$ cat src/rtl/ddr2_odt_ctrl.sv
// ddr2_odt_ctrl
// Controller-side On-Die-Termination generator for the DDR2 command pads.
// It registers the next command onto the pads and drives odt_pad in
// lock-step, so that ODT rises ON_DLY pad cycles after a WRITE, stays high
// for HOLD cycles (extended by further WRITEs) and drops on any READ.
//
// Parameters:
//   AL  additive latency (0..4)
//   CL  CAS latency (3..6)
//   BL  burst length (4 or 8)
// Ports:
//   clk, reset_n                       clock, async active-low reset
//   cmd_valid                          cmd_* hold a command for the pads
//   cmd_cke, cmd_csbar, cmd_rasbar,
//   cmd_casbar, cmd_webar              command fields
//   odt_en                             Rtt enabled in EMR
//   cke_pad, csbar_pad, rasbar_pad,
//   casbar_pad, webar_pad              registered command pads
//   odt_pad                            registered ODT pad
//   odt_busy                           an ODT window is pending or active
//   odt_conflict                       sticky: READ hit a live window

module ddr2_odt_ctrl #(
    parameter int AL = 0,
    parameter int CL = 4,
    parameter int BL = 4
) (
    input  logic clk,
    input  logic reset_n,
    input  logic cmd_valid,
    input  logic cmd_cke,
    input  logic cmd_csbar,
    input  logic cmd_rasbar,
    input  logic cmd_casbar,
    input  logic cmd_webar,
    input  logic odt_en,
    output logic cke_pad,
    output logic csbar_pad,
    output logic rasbar_pad,
    output logic casbar_pad,
    output logic webar_pad,
    output logic odt_pad,
    output logic odt_busy,
    output logic odt_conflict
);

    // Reject unsupported latency/burst settings at elaboration time.
    if (AL < 0 || AL > 4) begin : g_bad_al
        $fatal(1, "ddr2_odt_ctrl: AL out of range 0..4");
    end
    if (CL < 3 || CL > 6) begin : g_bad_cl
        $fatal(1, "ddr2_odt_ctrl: CL out of range 3..6");
    end
    if (BL != 4 && BL != 8) begin : g_bad_bl
        $fatal(1, "ddr2_odt_ctrl: BL must be 4 or 8");
    end

    localparam logic [4:0] ON_DLY = 5'(AL + CL - 3);
    localparam logic [4:0] HOLD   = 5'(BL / 2 + 3);
    localparam logic [4:0] OFF_LD = 5'(AL + CL - 3 + BL / 2 + 3);

    typedef enum logic [1:0] {IDLE, DELAY, ON} state_t;

    state_t     state, state_n;
    logic [4:0] cnt_on, cnt_on_n;
    logic [4:0] cnt_off, cnt_off_n;
    logic       conflict_n;

    logic cke_d, cs_d, ras_d, cas_d, we_d;
    logic act_d, write_d, read_d;

    // Values about to be loaded into the pads; a deselect keeps CKE as-is.
    always_comb begin
        cke_d = cke_pad;
        cs_d  = 1'b1;
        ras_d = 1'b1;
        cas_d = 1'b1;
        we_d  = 1'b1;
        if (cmd_valid) begin
            cke_d = cmd_cke;
            cs_d  = cmd_csbar;
            ras_d = cmd_rasbar;
            cas_d = cmd_casbar;
            we_d  = cmd_webar;
        end
    end

    // Decode from the incoming pad values so ODT tracks the pad cycle itself.
    assign act_d   = cke_d & ~cs_d;
    assign write_d = act_d & ras_d & ~cas_d & ~we_d;
    assign read_d  = act_d & ras_d & ~cas_d & we_d;

    // Next-state logic. cnt_off counts down through the whole window so a
    // WRITE arriving during DELAY only pushes the fall; the pending rise keeps
    // counting. READ beats everything, then a disabled Rtt, then WRITE.
    always_comb begin
        state_n    = state;
        cnt_on_n   = cnt_on;
        cnt_off_n  = cnt_off;
        conflict_n = odt_conflict;

        if (state != IDLE && cnt_off != 5'd0) begin
            cnt_off_n = cnt_off - 5'd1;
        end

        case (state)
            DELAY: begin
                if (cnt_on != 5'd0) begin
                    cnt_on_n = cnt_on - 5'd1;
                end
                if (cnt_on <= 5'd1) begin
                    state_n = ON;
                end
            end
            ON: begin
                if (cnt_off <= 5'd1) begin
                    state_n = IDLE;
                end
            end
            default: ;
        endcase

        if (read_d) begin
            state_n   = IDLE;
            cnt_on_n  = 5'd0;
            cnt_off_n = 5'd0;
            if (state != IDLE) begin
                conflict_n = 1'b1;
            end
        end else if (!odt_en) begin
            state_n   = IDLE;
            cnt_on_n  = 5'd0;
            cnt_off_n = 5'd0;
        end else if (write_d) begin
            cnt_off_n = OFF_LD;
            if (state == IDLE) begin
                cnt_on_n = ON_DLY;
                state_n  = (ON_DLY == 5'd0) ? ON : DELAY;
            end else if (state == ON) begin
                state_n = ON;
            end
        end
    end

    // Pad, FSM and flag registers; ODT and busy are registered decodes of
    // the next state so they line up with the command pads.
    always_ff @(posedge clk or negedge reset_n) begin
        if (!reset_n) begin
            cke_pad      <= 1'b0;
            csbar_pad    <= 1'b1;
            rasbar_pad   <= 1'b1;
            casbar_pad   <= 1'b1;
            webar_pad    <= 1'b1;
            odt_pad      <= 1'b0;
            odt_busy     <= 1'b0;
            odt_conflict <= 1'b0;
            state        <= IDLE;
            cnt_on       <= 5'd0;
            cnt_off      <= 5'd0;
        end else begin
            cke_pad      <= cke_d;
            csbar_pad    <= cs_d;
            rasbar_pad   <= ras_d;
            casbar_pad   <= cas_d;
            webar_pad    <= we_d;
            odt_pad      <= (state_n == ON);
            odt_busy     <= (state_n != IDLE);
            odt_conflict <= conflict_n;
            state        <= state_n;
            cnt_on       <= cnt_on_n;
            cnt_off      <= cnt_off_n;
        end
    end

    logic unused_hold;
    assign unused_hold = ^HOLD;

endmodule

$ cat config.mk
export PLATFORM = sky130hd
export DESIGN_NAME = ddr2_odt_ctrl
export DESIGN_NICKNAME = d
export VERILOG_FILES = /design/src/rtl/ddr2_odt_ctrl.sv
export SDC_FILE = /design/constraint.sdc
export NUM_CORES = 1
export LEC_CHECK = 0
export CORE_ASPECT_RATIO = 0.75
export CORE_MARGIN = 2
export CORE_UTILIZATION = 40
export CTS_BUF_LIST = sky130_fd_sc_hd__clkbuf_16
export CTS_CLUSTER_SIZE = 30
export DETAILED_ROUTE_END_ITERATION = 16
export HOLD_SLACK_MARGIN = 0.12
export PLACE_DENSITY = 0.64
export SETUP_SLACK_MARGIN = 0.1
export SYNTH_ARGS = -nofsm -noshare
export SYNTH_HDL_FRONTEND = slang
export SYNTH_SLANG_ARGS = --single-unit
$ cat constraint.sdc
create_clock -name clk -period 2.9 [get_ports clk]
set_input_delay 0.435 -clock clk [delete_from_list [all_inputs] [get_ports clk]]
set_output_delay 0.435 -clock clk [all_outputs]
set_load 0.1 [all_outputs]
==> results.txt <==
crit-path max cell delay: 680 ps
Slew @ Worst Pin: 890 ps
CP Max Fanout: 7
Row Count: 16
maximum buffer depth of the clock tree: 2
reg-to-reg setup timing slack: 1020 ps
Max-cap violations: 0
Fin Setup TNS: 0 ps
Pre-antenna DRT Iters: 4
# port buffers: 16
Crit. End Element: flip-flop
HP Class: flip-flop to flip-flop
RSZ-0062 raised after global routing: false
Hold Buf Count CTS: 0
Switch Pwr: 0.000172 W
global placement routability congestion: 0.830
Initial Utilization: 42.9%
Slew Limit Fails: 0
power share of the clock group: 49.4%
Die Wd: 65.7 microns
I/O pins: 17
Yosys reg bits: 20
Final period util: 67.3%
share of post-route cells with drive strength above 1: 19.0%
via/cell ratio: 5.22
register area share after synthesis: 44.3%
vias in the first global route: 872
skew final: 2.20 ps
Sink Count: 20
status: completed
commonest non-fill, non-tap cells in the layout: dfrtp_1, nor2_1, inv_1
crit path time final: 1950 ps
setup bufs post-CTS: 0
Clock Latency Late Sink: 250 ps
crit path cell chain: clkdlybuf4s50_1 > nand4b_2 > nor2_1 > a2111oi_1 > nor2_1
Post-DRT Antenna Nets: 0
Post-synth ARST share: 100%
PostCTS Resize Cnt: 0
Combinational Power Share: 12.2%
Reg2Reg Depth: 5
Top FF cell, synth: dfrtp_1
GRT Total Usage: 16.7%
Die Footprint: 3300 sq um
root buf cell: clkbuf_16
Hold Path Origin: odt_conflict
final wirelength: 2.33 mm
Worst Setup Path Type: input port to flip-flop
Lkg Pwr: 0.590 nW
WP data required: 3000 ps
DR vias: 846
first-pass GRT wire length: 4.04 mm
yosys warns: 0
H-tree depth: 1
setup violators final: 0
antenna violations before repair: 0
Arr. time, crit path: 2050 ps
DP HPWL: 1.76 mm
Worst Setup Start Kind: input port
Post-synth EDFFs: 0
Area Overhead vs Synth: 24.7%
core area: 2660 sq um
hold_ws: 487 ps
Hold Crit Depth: 2
clk slew on worst S/H paths: 60 ps
Die Ht: 50.3 microns
relative slew slack: 40.5%
Peak VDD IR: 0.000275 V
wire per inst: 14.4 microns
Hold Path End: odt_conflict
commonest non-fill, non-tap cell in the layout: dfrtp_1
CP most frequent cell: nor2_1
Syn Inst Count: 108
TritonCTS clock tree: yes
Distinct cells, synth: 40
DR iter-0 viols: 37
largest net degree at the start of global routing: 21
total CTS buffers: 3
Slowest-stage cell, CP: a2111oi_1
Internal: 0.000592 W
total overflow reported by the global router: 0
syn avg cell area: 10.6 sq um
Sw Ratio: 22.5%
r2r endpoint: state[1]
Seq pwr share: 38.4%
Power Density: 536 nW/um^2
Mapped Nets: 126
reg2reg start: state[0]
NumNets Final: 145
f_max: 512 MHz
Final Hold Fails: 0
# DRC: 0
number of diodes: 0
post-synthesis cell area: 1140 sq um
## critical path: cells and delay by family
| family | cells | cell delay [ps] |
|---|---|---|
| AO/OA/AOI/OAI | 1 | 680 |
| buffers and inverters | 1 | 510 |
| AND/OR/NAND/NOR | 3 | 420 |
## flip-flops by register name (all words and copies together), names as in the netlist
register and count:
cke_pad 1, csbar_pad 1, rasbar_pad 1, webar_pad 1, cnt_on 5, state 2, odt_busy 1, cnt_off 5
odt_conflict 1, odt_pad 1, casbar_pad 1
## worst max-delay path by stage
stage	startpoint	to	slack (ps)	cells past startpoint
floorplan	state[0]	odt_busy	1310	5
global placement	cmd_valid	odt_busy	790	5
detailed placement	cmd_valid	state[1]	700	5
CTS	cmd_valid	state[1]	950	5
global route	cmd_valid	state[1]	890	5
finish	cmd_valid	state[1]	950	5
## final cells by class
type	instances	area [sq um]
clock buffer	3	75.1
clock inverter	1	30.0
fill	251	1240
inverter	10	37.5
multi-input combinational	76	589
sequential	20	505
tap	36	45.0
timing repair buffer	16	140
## through the flow
stage          instance area, sq um  instances  power [W]  setup slack (ps)  util [%]
6_report                       1420        162   0.000763               948      53.4
5_1_grt                        1420        162   0.000804               885      53.4
4_1_cts                        1420        162   0.000774               948      53.4
3_5_place_dp                   1320        158   0.000391               702      49.5
3_3_place_gp                   1320        158   0.000390               787      49.5
2_1_floorplan                  1140        108   0.000357              1310         -
## cell families after synthesis
logic type	share of synthesized area (%)
buffers and inverters	4.06
muxes	0.987
xor gates and xnor gates	6.14
AOI/OAI and AO/OA	15.5
and+or+nand+nor	19.2
adders and majority gates	9.87
DFF	44.3
## synth_stat cells, drive strengths merged, types with 3 or more instances
master   n  area, sq um
a211oi   3         27.5
dfrtp   16          400
dfstp    4          105
ha       9          113
inv     10         37.5
nand2    3         11.3
nor2    13         48.8
nor3     7         40.0
o21ai    3         15.0
or2b     3         22.5
xnor2    7         61.3
## per-layer routing
layer	vias up	part of all wire, %	GRT usage, %	routed length [microns]
met1	402	48	22.3	1120
met2	28	42	23.2	977
met3	2	8.6	7.85	201
met4	0	1.2	6.25	29
li1	414	-	-	-
met5	-	0	0	0
## power by group through the flow
stage / Sequential, W / Combinational (W) / Clock, W
3_3_place_gp: 0.000298 / 0.0000924 / 0
5_1_grt: 0.000294 / 0.000100 / 0.000410
4_1_cts: 0.000293 / 0.0000940 / 0.000387
2_1_floorplan: 0.000332 / 0.0000253 / 0
6_report: 0.000293 / 0.0000934 / 0.000377
3_5_place_dp: 0.000298 / 0.0000937 / 0
No activity file was read; power rests on OpenSTA's default activity.
